$ cat src/rtl/noise_shaper.sv
// Noise voice: sample-and-hold decimation, one-pole lowpass and a linear
// attack/release gain ramp on a free-running white-noise stream.
module noise_shaper #(
  parameter int RAMP_BITS = 8,
  parameter int FRAC_BITS = 8
) (
  input  logic        i_clk,
  input  logic        i_rst,
  input  logic [15:0] i_data,
  input  logic [15:0] i_rate,
  input  logic [3:0]  i_shift,
  input  logic        i_gate,
  output logic [15:0] o_data,
  output logic        o_valid,
  output logic        o_busy
);
  localparam int AW = 16 + FRAC_BITS;
  localparam int GW = RAMP_BITS + 1;
  localparam int PW = 16 + GW + 1;
  localparam logic [GW-1:0] GMAX = {1'b1, {RAMP_BITS{1'b0}}};

  typedef enum logic [1:0] {
    S_IDLE,
    S_ATK,
    S_SUS,
    S_REL
  } state_t;

  logic        [15:0]   r_cnt;
  logic signed [15:0]   r_hold;
  logic signed [AW-1:0] r_acc;
  logic        [GW-1:0] r_gain;
  state_t               r_state;
  logic                 r_t1;
  logic                 r_t2;

  logic        [15:0]   w_rate_m1;
  logic                 w_tick;
  logic signed [AW-1:0] w_target;
  logic signed [AW:0]   w_diff;
  logic signed [AW:0]   w_step;
  logic signed [AW:0]   w_sum;
  logic signed [AW-1:0] w_acc_nx;
  logic signed [15:0]   w_y;
  logic signed [PW-1:0] w_ya;
  logic signed [PW-1:0] w_ga;
  logic signed [PW-1:0] w_prod;
  logic        [15:0]   w_res;
  logic                 w_unused;

  assign w_rate_m1 = (i_rate == 16'd0) ? 16'd0 : i_rate - 16'd1;
  assign w_tick    = (r_cnt >= w_rate_m1);

  // Filter math is done one bit wider so the difference never wraps.
  assign w_target = {r_hold, {FRAC_BITS{1'b0}}};
  assign w_diff   = {w_target[AW-1], w_target} - {r_acc[AW-1], r_acc};
  assign w_step   = w_diff >>> i_shift;
  assign w_sum    = {r_acc[AW-1], r_acc} + w_step;
  assign w_acc_nx = (i_shift == 4'd0) ? w_target : w_sum[AW-1:0];

  assign w_y    = r_acc[AW-1:FRAC_BITS];
  assign w_ya   = PW'(w_y);
  assign w_ga   = PW'({1'b0, r_gain});
  assign w_prod = w_ya * w_ga;
  assign w_res  = w_prod[RAMP_BITS +: 16];

  assign w_unused = ^{w_sum[AW], w_prod[PW-1:RAMP_BITS+16],
                      w_prod[RAMP_BITS-1:0]};

  always_ff @(posedge i_clk or posedge i_rst) begin
    if (i_rst) begin
      r_cnt <= '0;
      r_hold <= '0;
      r_t1 <= 1'b0;
    end else begin
      r_cnt <= w_tick ? 16'd0 : r_cnt + 16'd1;
      r_t1 <= w_tick;
      if (w_tick) r_hold <= i_data;
    end
  end

  // Envelope advances only on ticks; gate is sampled there too.
  always_ff @(posedge i_clk or posedge i_rst) begin
    if (i_rst) begin
      r_state <= S_IDLE;
      r_gain <= '0;
    end else if (w_tick) begin
      case (r_state)
        S_IDLE: begin
          r_gain <= '0;
          if (i_gate) r_state <= S_ATK;
        end
        S_ATK: begin
          if (!i_gate) begin
            r_state <= S_REL;
          end else if (r_gain == GMAX) begin
            r_state <= S_SUS;
          end else begin
            r_gain <= r_gain + GW'(1);
            if (r_gain == GMAX - GW'(1)) r_state <= S_SUS;
          end
        end
        S_SUS: begin
          if (!i_gate) r_state <= S_REL;
        end
        S_REL: begin
          if (i_gate) begin
            r_state <= S_ATK;
          end else if (r_gain == '0) begin
            r_state <= S_IDLE;
          end else begin
            r_gain <= r_gain - GW'(1);
            if (r_gain == GW'(1)) r_state <= S_IDLE;
          end
        end
        default: r_state <= S_IDLE;
      endcase
    end
  end

  always_ff @(posedge i_clk or posedge i_rst) begin
    if (i_rst) begin
      r_acc <= '0;
      r_t2 <= 1'b0;
      o_data <= '0;
      o_valid <= 1'b0;
      o_busy <= 1'b0;
    end else begin
      r_t2 <= r_t1;
      if (r_t1) r_acc <= w_acc_nx;
      o_valid <= r_t2;
      if (r_t2) o_data <= (w_res == 16'h8000) ? 16'h8001 : w_res;
      o_busy <= (r_state != S_IDLE);
    end
  end
endmodule

$ cat config.mk
export PLATFORM = sky130hd
export DESIGN_NAME = noise_shaper
export DESIGN_NICKNAME = d
export VERILOG_FILES = /design/src/rtl/noise_shaper.sv
export SDC_FILE = /design/constraint.sdc
export NUM_CORES = 1
export LEC_CHECK = 0
export CAP_MARGIN = 20
export CORE_MARGIN = 5
export CORE_UTILIZATION = 55
export CTS_CLUSTER_DIAMETER = 40
export DETAILED_ROUTE_END_ITERATION = 16
export GPL_ROUTABILITY_DRIVEN = 0
export GPL_TIMING_DRIVEN = 0
export PLACE_DENSITY = 0.72
export SLEW_MARGIN = 5
export SYNTH_ARGS = -nofsm -noshare
export SYNTH_HDL_FRONTEND = slang
export SYNTH_SLANG_ARGS = --single-unit
$ cat constraint.sdc
create_clock -name i_clk -period 13.1 [get_ports i_clk]
set_input_delay 2.62 -clock i_clk [delete_from_list [all_inputs] [get_ports i_clk]]
set_output_delay 2.62 -clock i_clk [all_outputs]
set_load 0.1 [all_outputs]
==> results_tabular.tex <==
\begin{tabular}{lr}
\hline
Metric & Value \\
\hline
\multicolumn{2}{l}{\textbf{Die}} \\
\quad Full die area & 26,500 µm² \\
\quad Die Span X & 163 µm \\
\quad Boundary pin count & 57 \\
\quad Number of standard-cell rows in the floorplan & 55 \\
\quad Core Footprint & 22,800 µm² \\
\quad Floorplan die height & 163 µm \\
\quad Effective utilization at floorplan & 56.3\% \\
\multicolumn{2}{l}{\textbf{Timing}} \\
\quad Transition time at the pin with the least slew margin & 0.970 ns \\
\quad Fin. Hold Viols & 0 \\
\quad Worst rel slew slack & 35.1\% \\
\quad Pins over their slew limit & 0 \\
\quad Worst hold slack across all endpoints & 0.378 ns \\
\quad Summed negative setup slack over all endpoints & 0 ns \\
\quad Min Tclk post-route & 7.65 ns \\
\quad Final setup skew & 0.0130 ns \\
\quad Achievable Freq & 131 MHz \\
\quad Setup Viol. Count Final & 0 \\
\quad Setup repair after global routing missed its margin & no \\
\quad Final clock period utilization by the worst path & 58.4\% \\
\multicolumn{2}{l}{\textbf{Global route}} \\
\quad Maximum number of pins on one net before global-route repair & 46 \\
\quad Overall overflow remaining after global route & 0 \\
\quad Global-route wire length before repair & 57.1 mm \\
\quad Antenna violations before repair & 0 \\
\quad Number of global-route vias before repair & 11,200 \\
\quad Tot GR Track Use & 26.6\% \\
\multicolumn{2}{l}{\textbf{Worst setup path}} \\
\quad Critical path required time & 13.34 ns \\
\quad Peak fanout along the critical path & 10 \\
\quad Category of the most critical setup path & in2reg \\
\quad Worst R2R Setup Slack & 5.87 ns \\
\quad Critical Path AT & 7.90 ns \\
\quad Start of the worst register-to-register path & r\_gain[3]\$\_DFFE\_PP0P\_ \\
\quad Launching element of the worst setup path & i\_shift[0] \\
\quad Nature of the critical path startpoint & primary input \\
\quad Worst Setup End Kind & flip-flop \\
\multicolumn{2}{l}{\textbf{Routing}} \\
\quad DRC & 0 \\
\quad Ratio of routed vias to standard cells & 5.93 \\
\quad Drt first-iter violations & 1,066 \\
\quad TritonRoute pass-1 iters & 6 \\
\quad Detail Route Antenna Nets & 0 \\
\quad Total length of routed wires & 34.5 mm \\
\quad Number of vias in the routed layout & 11,400 \\
\quad Average routed wire per standard cell & 18.0 µm \\
\multicolumn{2}{l}{\textbf{Synth}} \\
\quad Number of nets in the synthesized netlist & 1,801 \\
\quad Synth cell types & 87 \\
\quad Mean area per synthesized cell & 8.39 µm² \\
\quad Syn Inst Count & 1,529 \\
\quad Async set or reset register ratio after synthesis & 100\% \\
\quad Post-Synthesis Cell Area & 12,800 µm² \\
\quad Number of synthesized flops with an enable pin & 0 \\
\quad Count of yosys warnings during synthesis & 0 \\
\quad Seq cells post-synth & 87 \\
\quad Fraction of post-synthesis cell area in the top cell type by area & 18.0\% \\
\quad Seq/Total Area, Yosys & 17.0\% \\
\quad Post-synthesis cell type with the largest combined area & sky130\_fd\_sc\_hd\_\_fa\_1 \\
\quad Main synth FF type & sky130\_fd\_sc\_hd\_\_dfrtp\_1 \\
\quad Top cells by area, synth & sky130\_fd\_sc\_hd\_\_fa\_1 (18\%), sky130\_fd\_sc\_hd\_\_dfrtp\_1 (17\%), sky130\_fd\_sc\_hd\_\_ha\_1 (12\%), sky130\_fd\_sc\_hd\_\_inv\_1 (4.9\%), sky130\_fd\_sc\_hd\_\_nand2\_1 (4.6\%) \\
\multicolumn{2}{l}{\textbf{CTS}} \\
\quad Max clock buf depth & 2 \\
\quad TritonCTS Sinks & 87 \\
\quad Cts repair resizes & 0 \\
\quad TritonCTS clock tree & done \\
\quad Clock latency on the worst-skew pair & 0.37 ns \\
\quad Count of hold buffers inserted by post-cts repair & 0 \\
\quad Total CTS buffers & 9 \\
\quad Clock H-tree levels & 3 \\
\quad \# Post-CTS Setup Buffers & 0 \\
\quad Clock slew at reported path FFs & 0.07 ns \\
\quad Clk root buf & sky130\_fd\_sc\_hd\_\_clkbuf\_16 \\
\multicolumn{2}{l}{\textbf{Cells and area}} \\
\quad Layout-stage area growth over the synthesis result & 9.90\% \\
\quad Most frequent standard cell in the layout excluding fill and tap cells & sky130\_fd\_sc\_hd\_\_inv\_1 \\
\quad Post-route cell area & 14,100 µm² \\
\quad Share of post-route cells with drive strength above 1 & 5.37\% \\
\quad Net count, final & 1,868 \\
\quad Diodes inserted & 0 \\
\quad Fill cells & 1,999 \\
\quad Highest-count cells in the layout ignoring fill and taps & sky130\_fd\_sc\_hd\_\_inv\_1 (168), sky130\_fd\_sc\_hd\_\_nand2\_1 (157), sky130\_fd\_sc\_hd\_\_nor2\_1 (149) \\
\quad Footprint of the multi-input gates & 9730 µm² \\
\quad Area occupied by registers & 2180 µm² \\
\multicolumn{2}{l}{\textbf{Outcome}} \\
\quad Run status & finished, final reports clean \\
\multicolumn{2}{l}{\textbf{Placed design}} \\
\quad Placement Cell Area & 13,800 µm² \\
\quad Sum of net half-perimeters after detailed placement & 27.6 mm \\
\quad Buffers added on ports & 53 \\
\multicolumn{2}{l}{\textbf{Min path}} \\
\quad Type of the most critical hold path & reg2reg \\
\quad HP Start & r\_t2\$\_DFF\_PP0\_ \\
\multicolumn{2}{l}{\textbf{Job}} \\
\quad Max-cap check violation count & 0 \\
\hline
\end{tabular}
## state kept, by name, summed over array words and instances, names as in the netlist
name     cells
r_gain       9
r_acc       24
r_state      2
r_hold      16
r_t1         1
r_cnt       16
r_t2         1
o_data      16
o_valid      1
o_busy       1
## area by class of cell
type,count,share of cell area (%)
Buffer,67,1.96
Inverter,173,4.63
Sequential cell,87,15.4
Tap cell,313,2.78
Clock buffer,11,1.79
Timing Repair Buffer,56,4.10
Clock inverter,5,0.275
Multi-Input combinational cell,1202,69.0
## worst paths after layout
| check | to | depth (start not counted) |
|---|---|---|
| worst max register to register | o_data[0]$_DFFE_PP0P_ | 21 |
| worst min register to register | o_valid$_DFF_PP0_ | 0 |
| max in group asynchronous | o_data[11]$_DFFE_PP0P_ | 3 |
| min in group asynchronous | r_hold[2]$_DFFE_PP0N_ | 2 |
| worst min-delay path | o_valid$_DFF_PP0_ | 0 |
| worst max-delay path | r_acc[22]$_DFFE_PP0P_ | 22 |
## per-layer routing
layer	wire length [µm]	GRT usage, %
met1	15100	36.8
met2	16200	44.0
met3	2400	4.20
met4	776	6.94
met5	0	0
## logic make-up after synthesis
kind of cell / after synthesis / synth area share [%]
DFF: 87 / 17.0
adders and majority gates: 233 / 29.5
muxes: 77 / 6.85
and+or+nand+nor: 517 / 19.1
AOI/OAI and AO/OA: 298 / 15.2
xor gates and xnor gates: 77 / 5.26
buffers and inverters: 240 / 7.22
## synthesized netlist by cell type, drive strengths merged, types with 4 or more instances
| cell | n |
|---|---|
| a211o | 4 |
| a211oi | 18 |
| a21o | 30 |
| a21oi | 80 |
| a22oi | 8 |
| a31oi | 10 |
| and2 | 39 |
| and3 | 21 |
| buf | 10 |
| clkbuf | 57 |
| dfrtp | 87 |
| fa | 115 |
| ha | 118 |
| inv | 171 |
| mux2 | 36 |
| mux2i | 36 |
| mux4 | 5 |
| nand2 | 157 |
| nand2b | 8 |
| nand3 | 36 |
| nand4 | 12 |
| nor2 | 149 |
| nor2b | 5 |
| nor3 | 43 |
| nor4 | 15 |
| o211ai | 11 |
| o21a | 8 |
| o21ai | 67 |
| o21bai | 9 |
| o22ai | 6 |
| o31ai | 5 |
| or3 | 14 |
| or4 | 6 |
| xnor2 | 40 |
| xor2 | 37 |
## critical path, cell delays in order
cell and delay, ns:
sky130_fd_sc_hd__clkbuf_1 0.24, sky130_fd_sc_hd__clkbuf_1 0.43, sky130_fd_sc_hd__clkbuf_1 0.47, sky130_fd_sc_hd__a31oi_1 0.15, sky130_fd_sc_hd__o21ai_0 0.26, sky130_fd_sc_hd__nor2_1 0.07, sky130_fd_sc_hd__a211oi_1 0.22, sky130_fd_sc_hd__a211oi_1 0.09
sky130_fd_sc_hd__a21oi_1 0.18, sky130_fd_sc_hd__ha_1 0.22, sky130_fd_sc_hd__inv_1 0.06, sky130_fd_sc_hd__fa_1 0.38, sky130_fd_sc_hd__nor2b_1 0.16, sky130_fd_sc_hd__o21a_1 0.15, sky130_fd_sc_hd__o21ai_0 0.14, sky130_fd_sc_hd__a2111oi_0 0.40
sky130_fd_sc_hd__dlymetal6s2s_1 0.25, sky130_fd_sc_hd__a21oi_1 0.13, sky130_fd_sc_hd__o21ai_0 0.46, sky130_fd_sc_hd__nand4_1 0.24, sky130_fd_sc_hd__nand3_1 0.11, sky130_fd_sc_hd__or3b_2 0.44
## per-stage QoR
stage	setup slack, ns	util [%]	instances
3_5_place_dp	4.74	60.5	1897
5_1_grt	5.06	61.9	1914
4_1_cts	5.10	61.8	1913
3_3_place_gp	4.80	60.3	1895
6_report	5.45	61.9	1914
2_1_floorplan	6.07	-	1529
Power is not shown: default switching activity piles up to over one toggle a cycle in this logic, so the estimate is an artifact.
==> edit (config.mk and constraints unchanged) <==
Re-encode `state_t` (4 states) as one-hot, 4 bits wide.
--- a/src/rtl/noise_shaper.sv
+++ b/src/rtl/noise_shaper.sv
@@ -19,11 +19,11 @@
   localparam int PW = 16 + GW + 1;
   localparam logic [GW-1:0] GMAX = {1'b1, {RAMP_BITS{1'b0}}};
 
-  typedef enum logic [1:0] {
-    S_IDLE,
-    S_ATK,
-    S_SUS,
-    S_REL
+  typedef enum logic [3:0] {
+    S_IDLE = 4'b0001,
+    S_ATK  = 4'b0010,
+    S_SUS  = 4'b0100,
+    S_REL  = 4'b1000
   } state_t;
 
   logic        [15:0]   r_cnt;
Function: same outputs for any inputs over 4 cycles, from zero or initial values and one cycle with i_rst high; so few cycles prove little.
==> edit against the unedited design <==
- die area rose by 4.0%
- synthesized area rose by 4.3%
- synthesized cell count rose by 4.3%
- wire length rose by 5.4%
- maximum frequency fell by 0.45%
- setup slack got worse by 0.035 ns
- non-clock buffer count rose by 19
- sequential cell count rose by 2
- final area rose by 3.8%
- first-iteration DRC count rose by 18%
- hold slack improved by 0.064 ns
- critical path type is now reg -> reg
- largest cell class unchanged
Power is not shown: default switching activity piles up to over one toggle a cycle in this logic, so the estimate is an artifact.
==> edit: results <==
status:
  outcome: "finished, final reports clean"
cts:
  cts.repair_timing.setup_buffer_count: 0
  post_cts_resize_count: 0
  ctsHtreeMaxLevel: 3
  cts_max_path_buffers: 2
  clk_transition_reported_paths_ns: 0.07
  cts-root-buf: "sky130_fd_sc_hd__clkbuf_16"
critical_path:
  critical_path.slowest_cell: "sky130_fd_sc_hd__clkbuf_1"
  critical_path.endpoint: "o_data[0]"
  cpLargestDelayFamily: "adder cells"
  rr_worst_depth: 22
  timing.critical_path.from: "r_gain[3]"
  critPathArrivalTime_ns: 7.98
  critical_path.max_fanout: 10
  max_stage_delay_ns: 0.56
  rr_startpoint: "r_gain[3]"
  reg2reg_setup_slack_ns: 5.41
global_route:
  grt_pass1_wl_mm: 60.02
  grtUsageMet2: 0.4196
  vias_in_the_first_global_route: 11797
  use_met1: 0.3733
  grt_util_met3: 0.04451
  grt_util_all_layers: 0.2636
  antenna_found_initial: 0
  grt_max_degree: 53
hold_path:
  hold_path_end: "o_valid"
  timing.hold.worst.start: "r_t2"
  hold_path_depth: 0
synth:
  post_synth_xor_area_fraction: 0.05568
  synthTopCellsByArea: "sky130_fd_sc_hd__fa_1, sky130_fd_sc_hd__dfrtp_1, sky130_fd_sc_hd__ha_1, sky130_fd_sc_hd__nand2_1, sky130_fd_sc_hd__inv_1"
  ranking_of_synthesized_cells_by_instance_count: "sky130_fd_sc_hd__nand2_1, sky130_fd_sc_hd__inv_1, sky130_fd_sc_hd__nor2_1, sky130_fd_sc_hd__fa_1, sky130_fd_sc_hd__ha_1"
  synth.yosys.warnings: 0
  synth-adder-area-share: 0.2779
  synth_compound_gate_area_share: 0.1698
  synth-main-ff-cell: "sky130_fd_sc_hd__dfrtp_1"
  synthMuxAreaShare: 0.06428
  synthesis.area_per_instance_sq_um: 8.389
  ys_types: 97
  synth_async_sr_flop_share: 1.000
  sequential_share_of_the_synthesized_area: 0.1667
finish:
  nNetsFinal: 1925
  registers.top_by_ff_count: "r_acc"
  n_antenna_cell: 0
  drive_gt1_frac: 0.07276
  largest_reg_flops: 24
  nFillCells: 2204
timing:
  worst_slew_pin_slew_ns: 1.019
  final.hold.worst_slack_ns: 0.4418
  worst_clock_skew_ns: 0.01582
place:
  place.port_buffers: 52
  placed_cells: 1971
  post-dp-hpwl_mm: 29.02
detailed_routing:
  drt_wl_total_mm: 36.34
  avgRoutedWirePerCell_um: 18.29
  detail_route.iter0.violations: 1253
  routed_via_density: 6.006
  detail-route-antenna-nets: 0
  dr.pass1.iters: 5
## edit: cell count changes after synthesis, moves of 8 or more
| cell | unedited run | this run |
|---|---|---|
| sky130_fd_sc_hd__a21oi_1 | 80 | 65 |
| sky130_fd_sc_hd__a22o_1 | 0 | 9 |
| sky130_fd_sc_hd__a31oi_1 | 10 | 19 |
| sky130_fd_sc_hd__and2_1 | 39 | 52 |
| sky130_fd_sc_hd__clkbuf_8 | 0 | 8 |
| sky130_fd_sc_hd__mux2i_1 | 36 | 27 |
| sky130_fd_sc_hd__nand2_1 | 157 | 190 |
| sky130_fd_sc_hd__nor3_1 | 42 | 23 |
| sky130_fd_sc_hd__nor4_1 | 13 | 5 |
| sky130_fd_sc_hd__o21ai_0 | 62 | 73 |
| sky130_fd_sc_hd__xnor2_1 | 40 | 50 |
## edit: metrics by stage
step	area, sq um	setup WS [ns]
finish	14630	5.412
global route	14630	5.107
CTS	14630	5.541
detailed placement	14330	5.287
global placement	14300	5.375
floorplan	13370	6.633
## edit: layout make-up
type | instances | area share
Multi-Input combinational cell | 1250 | 0.6881
Sequential cell | 89 | 0.1523
Tap cell | 324 | 0.02771
Inverter | 166 | 0.04276
Buffer | 89 | 0.03087
Timing Repair Buffer | 53 | 0.03746
Clock inverter | 6 | 0.005131
Clock buffer | 10 | 0.01565
## edit: worst register-to-register path: cells and delay by family (launching register included)
kind	cells	cell delay, ns
AOI/OAI and AO/OA	6	1.50
adders and majority gates	6	2.95
buffers and inverters	6	1.49
DFF	1	0.32
muxes	1	0.42
and+or+nand+nor	3	0.95
## edit: per-layer routing
metal	up-vias	share of wire
li1	5560	-
met1	5834	0.44
met2	473	0.46
met3	66	0.086
met4	0	0.023
met5	-	0
